--- src/rtl/leds_pkg.sv ---
// Shared types and constants for the LED pattern driver.
// Modes, bounce direction and prescaler divide helper.
package leds_pkg;

  typedef enum logic [1:0] {
    MODE_STATIC = 2'd0,
    MODE_BLINK  = 2'd1,
    MODE_ROTATE = 2'd2,
    MODE_BOUNCE = 2'd3
  } mode_e;

  localparam logic LEFT  = 1'b0;
  localparam logic RIGHT = 1'b1;

  function automatic int unsigned leds_div(
    input int unsigned clk_hz,
    input int unsigned step_hz
  );
    return clk_hz / step_hz;
  endfunction

endpackage

--- src/rtl/leds_if.sv ---
// User-side bundle of the LED pattern driver.
// master = user logic, slave = the driver.
interface leds_if #(
  parameter int unsigned N_LEDS   = 8,
  parameter int unsigned PWM_BITS = 4
);
  logic                en;
  logic                load;
  logic [N_LEDS-1:0]   pattern;
  logic [1:0]          mode;
  logic [PWM_BITS-1:0] brightness;
  logic [N_LEDS-1:0]   leds;
  logic                tick;

  modport master (
    output en, load, pattern, mode, brightness,
    input  leds, tick
  );

  modport slave (
    input  en, load, pattern, mode, brightness,
    output leds, tick
  );
endinterface

--- src/rtl/leds_tick_gen.sv ---
// Animation prescaler: one-cycle step every DIV enabled cycles.
// clr restarts the count from zero.
module leds_tick_gen #(
  parameter int unsigned DIV = 8
) (
  input  logic clk,
  input  logic rstn,
  input  logic en,
  input  logic clr,
  output logic step
);
  localparam int unsigned W =
    (DIV > 1) ? $clog2(DIV) : 1;
  localparam logic [W-1:0] LAST = W'(DIV - 1);

  logic [W-1:0] r_presc;

  assign step = en && (r_presc == LAST);

  always_ff @(posedge clk or negedge rstn) begin
    if (!rstn) begin
      r_presc <= '0;
    end else if (clr) begin
      r_presc <= '0;
    end else if (step) begin
      r_presc <= '0;
    end else if (en) begin
      r_presc <= r_presc + W'(1);
    end
  end
endmodule

--- src/rtl/leds_pattern.sv ---
// Loadable LED pattern with static/blink/rotate/bounce
// animation and a global PWM brightness gate.
module leds_pattern
  import leds_pkg::*;
#(
  parameter int unsigned N_LEDS   = 8,
  parameter int unsigned CLK_HZ   = 12_000_000,
  parameter int unsigned STEP_HZ  = 4,
  parameter int unsigned PWM_BITS = 4
) (
  input logic   clk,
  input logic   rstn,
  leds_if.slave bus
);
  localparam int unsigned DIV =
    leds_div(CLK_HZ, STEP_HZ);

  logic                w_step;
  logic                w_adv;
  mode_e               w_mode;
  logic [N_LEDS-1:0]   w_pat_nxt;
  logic                w_phase_nxt;
  logic                w_dir_nxt;
  logic [N_LEDS-1:0]   w_disp;
  logic                w_gate;

  logic [N_LEDS-1:0]   r_pat;
  logic                r_phase;
  logic                r_dir;
  logic [PWM_BITS-1:0] r_pwm;
  logic [N_LEDS-1:0]   r_leds;
  logic                r_tick;

  leds_tick_gen #(.DIV(DIV)) u_tick (
    .clk  (clk),
    .rstn (rstn),
    .en   (bus.en),
    .clr  (bus.load),
    .step (w_step)
  );

  // a load in the step cycle swallows that step
  assign w_adv  = w_step && !bus.load;
  assign w_mode = mode_e'(bus.mode);

  always_comb begin
    w_pat_nxt   = r_pat;
    w_phase_nxt = r_phase;
    w_dir_nxt   = r_dir;
    if (bus.load) begin
      w_pat_nxt   = bus.pattern;
      w_phase_nxt = 1'b0;
      w_dir_nxt   = LEFT;
    end else if (w_adv) begin
      unique case (w_mode)
        MODE_STATIC: w_phase_nxt = 1'b0;
        MODE_BLINK:  w_phase_nxt = ~r_phase;
        MODE_ROTATE: begin
          w_pat_nxt = {r_pat[N_LEDS-2:0],
                       r_pat[N_LEDS-1]};
          w_phase_nxt = 1'b0;
        end
        MODE_BOUNCE: begin
          if (r_dir == LEFT) begin
            if (r_pat[N_LEDS-1]) begin
              w_dir_nxt = RIGHT;
              w_pat_nxt = r_pat >> 1;
            end else begin
              w_pat_nxt = r_pat << 1;
            end
          end else begin
            if (r_pat[0]) begin
              w_dir_nxt = LEFT;
              w_pat_nxt = r_pat << 1;
            end else begin
              w_pat_nxt = r_pat >> 1;
            end
          end
        end
      endcase
    end
    w_disp = (w_mode == MODE_BLINK && w_phase_nxt)
           ? '0 : w_pat_nxt;
    w_gate = (bus.brightness == '1)
          || (r_pwm < bus.brightness);
  end

  always_ff @(posedge clk or negedge rstn) begin
    if (!rstn) begin
      r_pat   <= '0;
      r_phase <= 1'b0;
      r_dir   <= LEFT;
      r_pwm   <= '0;
      r_leds  <= '0;
      r_tick  <= 1'b0;
    end else begin
      r_pat   <= w_pat_nxt;
      r_phase <= w_phase_nxt;
      r_dir   <= w_dir_nxt;
      r_pwm   <= r_pwm + PWM_BITS'(1);
      r_leds  <= w_disp & {N_LEDS{w_gate}};
      r_tick  <= w_adv;
    end
  end

  assign bus.leds = r_leds;
  assign bus.tick = r_tick;
endmodule

--- src/flat_wrapper.sv ---
// flat-port wrapper written by rule: the top's interface ports become plain ports
module leds_pattern_flat import leds_pkg::*;
#(
  parameter int unsigned N_LEDS   = 8,
  parameter int unsigned CLK_HZ   = 12_000_000,
  parameter int unsigned STEP_HZ  = 4,
  parameter int unsigned PWM_BITS = 4
)
  (clk, rstn, bus_en, bus_load, bus_pattern, bus_mode, bus_brightness, bus_leds, bus_tick);
  leds_if #(.N_LEDS(N_LEDS), .PWM_BITS(PWM_BITS)) bus_i ();
  input logic clk;
  input logic rstn;
  input wire logic [$bits(bus_i.en)-1:0] bus_en;
  input wire logic [$bits(bus_i.load)-1:0] bus_load;
  input wire logic [$bits(bus_i.pattern)-1:0] bus_pattern;
  input wire logic [$bits(bus_i.mode)-1:0] bus_mode;
  input wire logic [$bits(bus_i.brightness)-1:0] bus_brightness;
  output wire logic [$bits(bus_i.leds)-1:0] bus_leds;
  output wire logic [$bits(bus_i.tick)-1:0] bus_tick;
  assign bus_i.en = bus_en;
  assign bus_i.load = bus_load;
  assign bus_i.pattern = bus_pattern;
  assign bus_i.mode = bus_mode;
  assign bus_i.brightness = bus_brightness;
  assign bus_leds = bus_i.leds;
  assign bus_tick = bus_i.tick;
  leds_pattern #(.N_LEDS(N_LEDS), .CLK_HZ(CLK_HZ), .STEP_HZ(STEP_HZ), .PWM_BITS(PWM_BITS)) u_core (.clk(clk), .rstn(rstn), .bus(bus_i));
endmodule
--- config.mk ---
export PLATFORM = sky130hd
export DESIGN_NAME = leds_pattern_flat
export DESIGN_NICKNAME = d
export VERILOG_FILES = /design/src/rtl/leds_pkg.sv /design/src/rtl/leds_if.sv /design/src/rtl/leds_tick_gen.sv /design/src/rtl/leds_pattern.sv /design/src/flat_wrapper.sv
export SDC_FILE = /design/constraint.sdc
export NUM_CORES = 1
export LEC_CHECK = 0
export BUFFER_PORTS_ARGS = -buffer_cell sky130_fd_sc_hd__buf_2
export CAP_MARGIN = 5
export CORE_MARGIN = 3
export CORE_UTILIZATION = 25
export DETAILED_ROUTE_END_ITERATION = 12
export PLACE_DENSITY = 0.53
export SLEW_MARGIN = 20
export SYNTH_ARGS = -nofsm -noshare
export SYNTH_HDL_FRONTEND = slang
export SYNTH_SLANG_ARGS = --single-unit
--- constraint.sdc ---
create_clock -name clk -period 3.25 [get_ports clk]
set_input_delay 0.4875 -clock clk [delete_from_list [all_inputs] [get_ports clk]]
set_output_delay 0.4875 -clock clk [all_outputs]
set_load 0.01 [all_outputs]
==> flow_summary_export.csv, run 1 <==
group,metric,value,unit
critical_path,path_max_fanout,18,
yosys,netlist_area,2350,um2
final_layout,syn_to_final_growth,13.1,%
placed_design,place_ws,0.902,ns
clocking,cts_buffer_depth,2,
placed_design,gp_congestion,0.759,
drt,wl_per_cell,13.1,um
pwr,vdd_drop_max,0.173,mV
sta,maxSlewHeadroom,52.8,%
critical_path,setup.worst_path.class,"reg2reg",
critical_path,cp-start-kind,"flop",
critical_path,worst_path_largest_cell_delay,0.61,ns
yosys,synthTopCellsByCount,"dfrtp_1 (45), nor2_1 (26), nand2_1 (20)",
sta,tns,0,ns
sta,period_share,72.0,%
yosys,syn_avg_cell_area,9.89,um2
yosys,netlist_instances,238,
clocking,cts_htree_levels,2,
die,rows,34,
sta,worst_slack,0.910,ns
global_routing,grt_use_met2,15.6,%
yosys,synth_edf_count,0,
sta,final-max-slew-violation-count,0,
clocking,path_clk_slew,0.08,ns
critical_path,worst_ep_required_time,3.40,ns
drt,drtAntennaViolNets,0,
sta,worst_pin_slew,0.709,ns
placed_design,place.detailed.hpwl,3.38,mm
global_routing,grt-ovfl-total,0,
critical_path,cp_cell_sequence,"or4b_4, nor3_4, nand3_1, nand2b_1, nor2_1",
clocking,postCtsSetupBuffers,0,
clocking,cts_tree,"built",
global_routing,grt_antenna_before_repair,0,
sta,fin_crit,2.34,ns
critical_path,end_kind,"flop",
sta,rsz0062_at_grt,"false",
status,status,"finished, final reports clean",
global_routing,top_usage_layer,"met2",
drt,vias,1695,
yosys,synth_top_area_share,47.8,%
clocking,cts_inserted_buffers,5,
pwr,p_per_area,393,nW/um2
drt,drc_errors,0,
yosys,synth_flop_cell,"dfrtp_1",
drt,drt-initial-drc-count,68,
yosys,synth_cell_types,42,
die,core_region_area,8930,um2
yosys,synth.most_common_cell,"dfrtp_1",
sta,setup_viol,0,
clocking,cts-resized-gates,0,
sta,final-hold-violation-count,0,
global_routing,gr-usage-met1,13.7,%
global_routing,grt_max_degree,46,
drt,drt-total-wl,4.85,mm
critical_path,crit_slowest_cell,"nand2b_1",
sta,clock-skew-final,0.00569,ns
critical_path,crit_arrival,2.49,ns
sta,fmax,427,MHz
yosys,yosysTopAreaCell,"dfrtp_1",
yosys,synth_area_leaders,"dfrtp_1 (48%), xor2_1 (5.6%), nor2_1 (4.1%)",
global_routing,track_usage,9.97,%
worst_hold_path,min_path_type,"in2async",
global_routing,grt_util_met3,2.30,%
final_layout,n_antenna_cell,0,
placed_design,port_buffers,26,
die,dieArea,10600,um2
pwr,leakage,0.00119,uW
clocking,holdBufCountCts,0,
final_layout,layout-drive-gt1-share,17.2,%
yosys,seq_area_frac_synth,47.8,%
clocking,clock_insertion_delay_worst_skew,0.30,ns
yosys,synthArstFlopShare,100,%
clocking,cts_sinks,45,
global_routing,grt_pass1_vias,1772,
clocking,cts-root-buf,"clkbuf_8",
die,fp.dieH,103,um
die,die_w,103,um
yosys,yosys_warnings,0,
drt,drt_pass1_iterations,4,
flow_run,drv_cap,0,
die,io_pins,27,
yosys,synth_nets,261,
die,start_util,26.4,%
yosys,ys_seq_elements,45,
global_routing,grt_pass1_wl,8.39,mm
drt,viasPerCell,4.58,
final_layout,fin_nets,285,
==> where the power goes <==
group / leakage, uW / internal, uW / switching [uW]
Combinational: 0.000555 / 41.5 / 60.8
Sequential: 0.000596 / 579 / 14.1
Clock: 0.0000443 / 169 / 181
Total: 0.00119 / 790 / 256
==> sequential cells by signal, indices dropped and copies added, names as in the netlist <==
| signal | cells |
|---|---|
| u_core.r_pat | 8 |
| u_core.bus.tick | 1 |
| u_core.u_tick.r_presc | 22 |
| u_core.r_dir | 1 |
| u_core.bus.leds | 8 |
| u_core.r_pwm | 4 |
| u_core.r_phase | 1 |
==> layer usage <==
metal	wire [um]	share of wire, %	vias up
li1	-	-	871
met1	2480	51	785
met2	2140	44	32
met3	165	3.4	7
met4	62	1.3	0
met5	0	0	-
==> worst paths after layout <==
| path | from | to | depth (start not counted) | slack, ns |
|---|---|---|---|---|
| hold reg to reg | u_core.r_pwm[0] | u_core.r_pwm[0] | 1 | 0.48 |
| setup / recovery | u_core.u_tick.r_presc[12] | u_core.u_tick.r_presc[17] | 5 | 0.91 |
| setup reg to reg | u_core.u_tick.r_presc[12] | u_core.u_tick.r_presc[17] | 5 | 0.91 |
| min in group clk | bus_pattern[1] | u_core.r_pat[1] | 3 | 0.42 |
| max in group asynchronous | rstn | u_core.bus.tick | 1 | 2.66 |
| hold / removal | rstn | u_core.bus.leds[4] | 1 | 0.19 |
==> worst max-delay path: cells and delay by family, from the launching register on <==
family	cells	cell delay, ns
and+or+nand+nor	5	1.78
DFF	1	0.42
==> cell type report <==
class                   count  area [um2]
fillers                   963        6270
well taps                 108         135
flip-flops and latches     45        1130
multi-input cells         176        1150
clock buffers               7        86.3
repair buffers             26         133
inverters                   8        30.0
==> layout by cell type (no fill, tap or decap), types with 2 or more instances in the layout <==
cell | Yosys | final
dfrtp_1 | 45 | 45
nor2_1 | 26 | 26
buf_2 | 3 | 25
nand2_1 | 20 | 20
nand3_1 | 16 | 16
xor2_1 | 15 | 15
o21ai_0 | 11 | 11
nand4_1 | 9 | 9
inv_1 | 8 | 8
a21oi_1 | 8 | 8
nor2b_1 | 8 | 8
nand3b_1 | 6 | 6
xnor2_1 | 6 | 6
clkbuf_8 | 0 | 6
nand2b_1 | 5 | 5
mux2i_1 | 5 | 5
ha_1 | 5 | 5
and4_1 | 4 | 4
mux2_2 | 4 | 4
a31oi_1 | 3 | 3
nor3_1 | 3 | 3
nand4b_1 | 2 | 2
and2_1 | 2 | 2
==> metrics by stage <==
step,instance area (um2),hold WS [ns],util [%],std cells,total power (uW)
3_5_place_dp,2570,0.470,28.8,363,709
2_1_floorplan,2350,0.192,-,238,664
3_3_place_gp,2570,0.463,28.8,363,708
5_1_grt,2660,0.235,29.8,370,1100
6_report,2660,0.188,29.8,370,1050
4_1_cts,2660,0.408,29.8,370,1070
==> kinds of logic after synthesis <==
group	count (synthesis)	synth area share (%)
xor+xnor	21	7.81
compound gates	30	8.87
fa+ha+maj	5	2.66
simple gates	111	25.6
flops	45	47.8
buf+inv	17	3.19
mux	9	4.04
Note: power is estimated with default switching activity, not from simulation.
==> inputs of run 2 (changes only) <==
--- a/config.mk
+++ b/config.mk
@@ -10,7 +10,7 @@
 export CORE_MARGIN = 3
 export CORE_UTILIZATION = 25
 export DETAILED_ROUTE_END_ITERATION = 12
-export PLACE_DENSITY = 0.53
+export PLACE_DENSITY = 0.54
 export SLEW_MARGIN = 20
 export SYNTH_ARGS = -nofsm -noshare
 export SYNTH_HDL_FRONTEND = slang
==> constraint.sdc (replaced) <==
create_clock -name clk -period 1.9 [get_ports clk]
set_input_delay 0.285 -clock clk [delete_from_list [all_inputs] [get_ports clk]]
set_output_delay 0.285 -clock clk [all_outputs]
set_load 0.01 [all_outputs]
==> run 2 against run 1 <==
  * Utilization rose by 5.0 points
  * Non-clock buffer count grew 40
  * Sequential power grew 70%
  * Power increased by 76%
  * Largest cell class unchanged
  * Via count is 13% higher
  * Clock power up 73%
  * The flow now finishes with violations (negative setup slack)
==> flow_summary_export.csv, run 2 (synthesis results as in run 1) <==
group,metric,value,unit
drt,drtAntennaViolNets,0,
global_routing,grt-ovfl-total,0,
sta,fin_crit,1.96,ns
drt,drt-initial-drc-count,69,
die,core_region_area,8930,um2
die,io_pins,27,
critical_path,end_kind,"flop",
sta,maxSlewHeadroom,74.7,%
final_layout,largest_reg_flops,22,
critical_path,reg2reg_depth,7,
clocking,cts-root-buf,"clkbuf_8",
pwr,vdd_drop_max,0.262,mV
critical_path,path_max_fanout,5,
sta,final-max-slew-violation-count,0,
drt,drt-total-wl,5.43,mm
placed_design,gp_congestion,0.791,
sta,clock-skew-final,0.00649,ns
sta,setup_viol,21,
pwr,finalPower,1840,uW
status,status,"finished with violations",
final_layout,fin_nets,326,
drt,drc_errors,0,
global_routing,grt_pass1_vias,1914,
clocking,cts_inserted_buffers,5,
sta,holdWs,0.204,ns
clocking,cts_buffer_depth,2,
critical_path,crit_arrival,2.13,ns
placed_design,port_buffers,26,
final_layout,final_common_cell,"dfrtp_1",
drt,vias,1918,
clocking,cts_htree_levels,2,
pwr,leakage,0.00144,uW
final_layout,regMostFlops,"u_core.u_tick.r_presc",
critical_path,r2r_setup_slack,-0.06,ns
worst_hold_path,min_path_cells,3,
clocking,path_clk_slew,0.08,ns
final_layout,n_fill_cell,925,
final_layout,n_antenna_cell,0,
clocking,cts_sinks,45,
final_layout,layout-drive-gt1-share,31.7,%
global_routing,grt_antenna_before_repair,0,
critical_path,setup.worst_path.class,"reg2reg",
die,rows,34,
final_layout,final_cell_mix,"dfrtp_1 (45), buf_4 (31), buf_2 (26), nor2_1 (25), nand2_1 (20)",
flow_run,drv_cap,0,
sta,worst_slack,-0.0552,ns
worst_hold_path,worstHoldStart,"bus_pattern[0]",
global_routing,grt_pass1_wl,9.34,mm
die,dieArea,10600,um2
final_layout,utilization,34.8,%
die,die_w,103,um
sta,fmax,511,MHz
final_layout,syn_to_final_growth,32.1,%
global_routing,grt_max_degree,19,
sta,final-hold-violation-count,0,
drt,drt_pass1_iterations,5,
critical_path,r2r-start,"u_core.u_tick.r_presc[17]",
pwr,p_per_area,591,nW/um2
critical_path,worst_ep_required_time,2.07,ns
critical_path,crit_start,"u_core.u_tick.r_presc[17]",
clocking,cts_tree,"built",
die,start_util,26.4,%
critical_path,reg2reg_to,"u_core.bus.leds[3]",
drt,wl_per_cell,13.2,um
sta,rsz0062_at_grt,"true",
status,violations,"negative setup slack",
clocking,clock_insertion_delay_worst_skew,0.30,ns
worst_hold_path,whs_endpoint,"u_core.r_pat[0]",
sta,worst_pin_slew,0.378,ns
die,fp.dieH,103,um
sta,period_share,103,%
global_routing,track_usage,11.2,%
critical_path,cp-start-kind,"flop",
worst_hold_path,min_path_type,"in2reg",
drt,viasPerCell,4.67,
placed_design,place.detailed.hpwl,3.86,mm
## run 2: critical path: stages, from the launching register on
cell	delay [ns]
dfrtp_1	0.38
or4b_4	0.55
nor3_4	0.18
buf_6	0.14
nand4_4	0.16
mux2i_1	0.19
o21ai_1	0.10
nor2b_1	0.13
## run 2: worst max-delay path by stage
stage | end | cells after the start
global route | u_core.bus.leds[5] | 7
finish | u_core.bus.leds[3] | 7
floorplan | u_core.bus.leds[0] | 7
detailed placement | u_core.bus.leds[2] | 6
CTS | u_core.bus.leds[5] | 7
global placement | u_core.bus.leds[4] | 7
## run 2: per-layer routing
layer / up-vias / part of all wire (%) / track usage [%] / routed length [um]
met2: 31 / 46 / 17.2 / 2520
met5: - / 0 / 0 / 0
met4: 0 / 0.48 / 2.39 / 26
met1: 926 / 50 / 15.8 / 2720
met3: 4 / 3.0 / 2.84 / 165
li1: 957 / - / - / -
## run 2: where the power goes
group	total, uW	internal, uW	switching, uW
clock	605	289	316
sequential	1010	991	22.5
combinational	221	102	119
## run 2: timing repair
item                       CTS  global route
hold buffers                 1             0
buffers inserted             2             3
setup endpoints to repair   30            36
gates resized for setup      8            14
pin swaps                    5            14
gates cloned                 1             3
hold endpoints to repair    13             0
## run 2: cell type report
type	count	area [um2]	area share, %
Multi-Input combinational cell	177	1230	39.7
Sequential cell	45	1130	36.2
Timing Repair Buffer	66	499	16.0
Tap cell	108	135	4.34
Clock buffer	7	86.3	2.78
Inverter	8	30.0	0.965
## run 2: metrics by stage
step           cell area (um2)  TNS, ns  setup slack [ns]  std cells
2_1_floorplan             2370   -0.294           -0.0417        238
3_3_place_gp              2840   -0.674           -0.0898        394
3_5_place_dp              2840    -1.04            -0.137        394
4_1_cts                   2980    -1.14           -0.0700        405
5_1_grt                   3110    -3.63            -0.183        411
6_report                  3110   -0.551           -0.0552        411
==> inputs of run 3 (changes only) <==
--- a/config.mk
+++ b/config.mk
@@ -10,7 +10,7 @@
 export CORE_MARGIN = 3
 export CORE_UTILIZATION = 25
 export DETAILED_ROUTE_END_ITERATION = 12
-export PLACE_DENSITY = 0.54
+export PLACE_DENSITY = 0.53
 export SLEW_MARGIN = 20
 export SYNTH_ARGS = -nofsm -noshare
 export SYNTH_HDL_FRONTEND = slang
==> constraint.sdc (replaced) <==
create_clock -name clk -period 1.8 [get_ports clk]
set_input_delay 0.27 -clock clk [delete_from_list [all_inputs] [get_ports clk]]
set_output_delay 0.27 -clock clk [all_outputs]
set_load 0.01 [all_outputs]
==> run 3 against run 2 <==
  * The flow still finishes with violations (negative setup slack)
  * Setup slack worse by 0.069 ns
  * Via count is 4.4% higher
  * Combinational power is 14% higher
  * Clock skew is 0.00084 ns higher
  * Highest routed layer unchanged
  * Fmax is 1.6% higher
==> flow_summary_export.csv, run 3 (synthesis results as in run 1) <==
group,metric,value,unit
sta,final-max-slew-violation-count,0,
final_layout,n_antenna_cell,0,
die,rows,34,
clocking,path_clk_slew,0.09,ns
pwr,leakage,0.00148,uW
drt,drt-initial-drc-count,73,
die,die_w,103,um
drt,wl_per_cell,14.1,um
sta,tns,-2.68,ns
drt,viasPerCell,4.77,
critical_path,end_kind,"flop",
sta,maxSlewHeadroom,61.0,%
die,start_util,26.4,%
final_layout,largest_reg_flops,22,
sta,fin_crit,1.92,ns
placed_design,place.detailed.hpwl,4.01,mm
drt,drc_errors,0,
placed_design,place_ws,-0.197,ns
sta,fmax,520,MHz
sta,setup_viol,34,
clocking,cts_inserted_buffers,5,
drt,drtAntennaViolNets,0,
clocking,cts_sinks,45,
final_layout,layout-drive-gt1-share,38.5,%
critical_path,r2r_setup_slack,-0.12,ns
critical_path,worst_ep_required_time,1.98,ns
status,status,"finished with violations",
sta,worst_pin_slew,0.586,ns
clocking,cts_htree_levels,2,
critical_path,crit_slowest_cell,"or4b_4",
global_routing,grt_pass1_wl,9.70,mm
drt,drt_pass1_iterations,4,
flow_run,drv_cap,0,
critical_path,setup.worst_path.class,"reg2reg",
die,core_region_area,8930,um2
global_routing,grt_pass1_vias,1962,
global_routing,grt-ovfl-total,0,
die,dieArea,10600,um2
placed_design,gp_congestion,0.759,
final_layout,final_common_cell,"dfrtp_1",
sta,rsz0062_at_grt,"true",
pwr,p_per_area,589,nW/um2
final_layout,regMostFlops,"u_core.u_tick.r_presc",
status,violations,"negative setup slack",
clocking,cts-root-buf,"clkbuf_8",
placed_design,port_buffers,26,
die,io_pins,27,
die,fp.dieH,103,um
clocking,clock_insertion_delay_worst_skew,0.29,ns
drt,vias,2002,
global_routing,grt_antenna_before_repair,0,
critical_path,cp-start-kind,"flop",
drt,drt-total-wl,5.94,mm
critical_path,worst_path_largest_cell_delay,0.55,ns
final_layout,fin_nets,334,
clocking,holdBufCountCts,0,
pwr,vdd_drop_max,0.270,mV
critical_path,path_buf_inv,1,
sta,period_share,107,%
critical_path,cp_cell_sequence,"or4b_4, nor3_4, buf_6, nand4_4, mux2i_1, o21ai_1, nor2b_1",
sta,clock-skew-final,0.00732,ns
critical_path,path_max_fanout,5,
final_layout,final_cell_mix,"dfrtp_1 (45), buf_4 (39), buf_2 (26), nand2_1 (20), nor2_1 (17)",
global_routing,track_usage,11.7,%
global_routing,grt_max_degree,46,
final_layout,syn_to_final_growth,39.3,%
worst_hold_path,min_path_type,"in2async",
clocking,cts_tree,"built",
critical_path,crit_arrival,2.10,ns
clocking,cts_buffer_depth,2,
sta,worst_slack,-0.125,ns
sta,final-hold-violation-count,0,
critical_path,crit_family,"simple AND/OR/NAND/NOR gates",
## run 3: per-stage QoR
stage	instance area, um2	hold WS (ns)	cells	util (%)	total power [uW]
final	3280	0.0575	420	36.7	1930
after global routing	3280	0.113	420	36.7	2040
after floorplan	2380	-0.0256	238	-	1200
after global placement	2890	0.399	400	32.3	1300
after CTS	3120	0.0848	416	34.9	1940
after detailed placement	2890	0.407	400	32.3	1300
## run 3: final timing paths
path / startpoint / endpoint / cells past startpoint
worst min register to register: u_core.r_pwm[0] / u_core.r_pwm[0] / 1
worst max-delay path: u_core.u_tick.r_presc[17] / u_core.bus.leds[5] / 7
min in group clk: bus_pattern[0] / u_core.r_pat[0] / 3
worst max register to register: u_core.u_tick.r_presc[17] / u_core.bus.leds[5] / 7
worst min-delay path: rstn / u_core.u_tick.r_presc[4] / 2
max in group asynchronous: rstn / u_core.u_tick.r_presc[12] / 2
## run 3: area by class of cell
| type | instances | area (um2) |
|---|---|---|
| fillers | 929 | 5650 |
| multi-input cells | 177 | 1340 |
| flip-flops and latches | 45 | 1130 |
| repair buffers | 74 | 563 |
| well taps | 108 | 135 |
| clock buffers | 6 | 72.6 |
| inverters | 8 | 30.0 |
| clock inverters | 2 | 10.0 |
## run 3: power by group
part           internal [uW]  switching, uW  total, uW
Combinational            113            138        251
Sequential              1050           24.3       1070
Clock                    270            340        610
Total                   1430            502       1930
## run 3: repair_timing
action	in CTS	in global routing
resized for setup	21	31
setup endpoints to repair	38	40
pin swaps	8	22
buffers inserted	6	4
cloned	2	1
## run 3: layer usage
layer	part of all wire [%]	vias up	GRT usage (%)
li1	-	977	-
met5	0	-	0
met4	0.59	0	3.29
met3	2.7	2	2.44
met2	47	29	17.3
met1	50	994	17.2
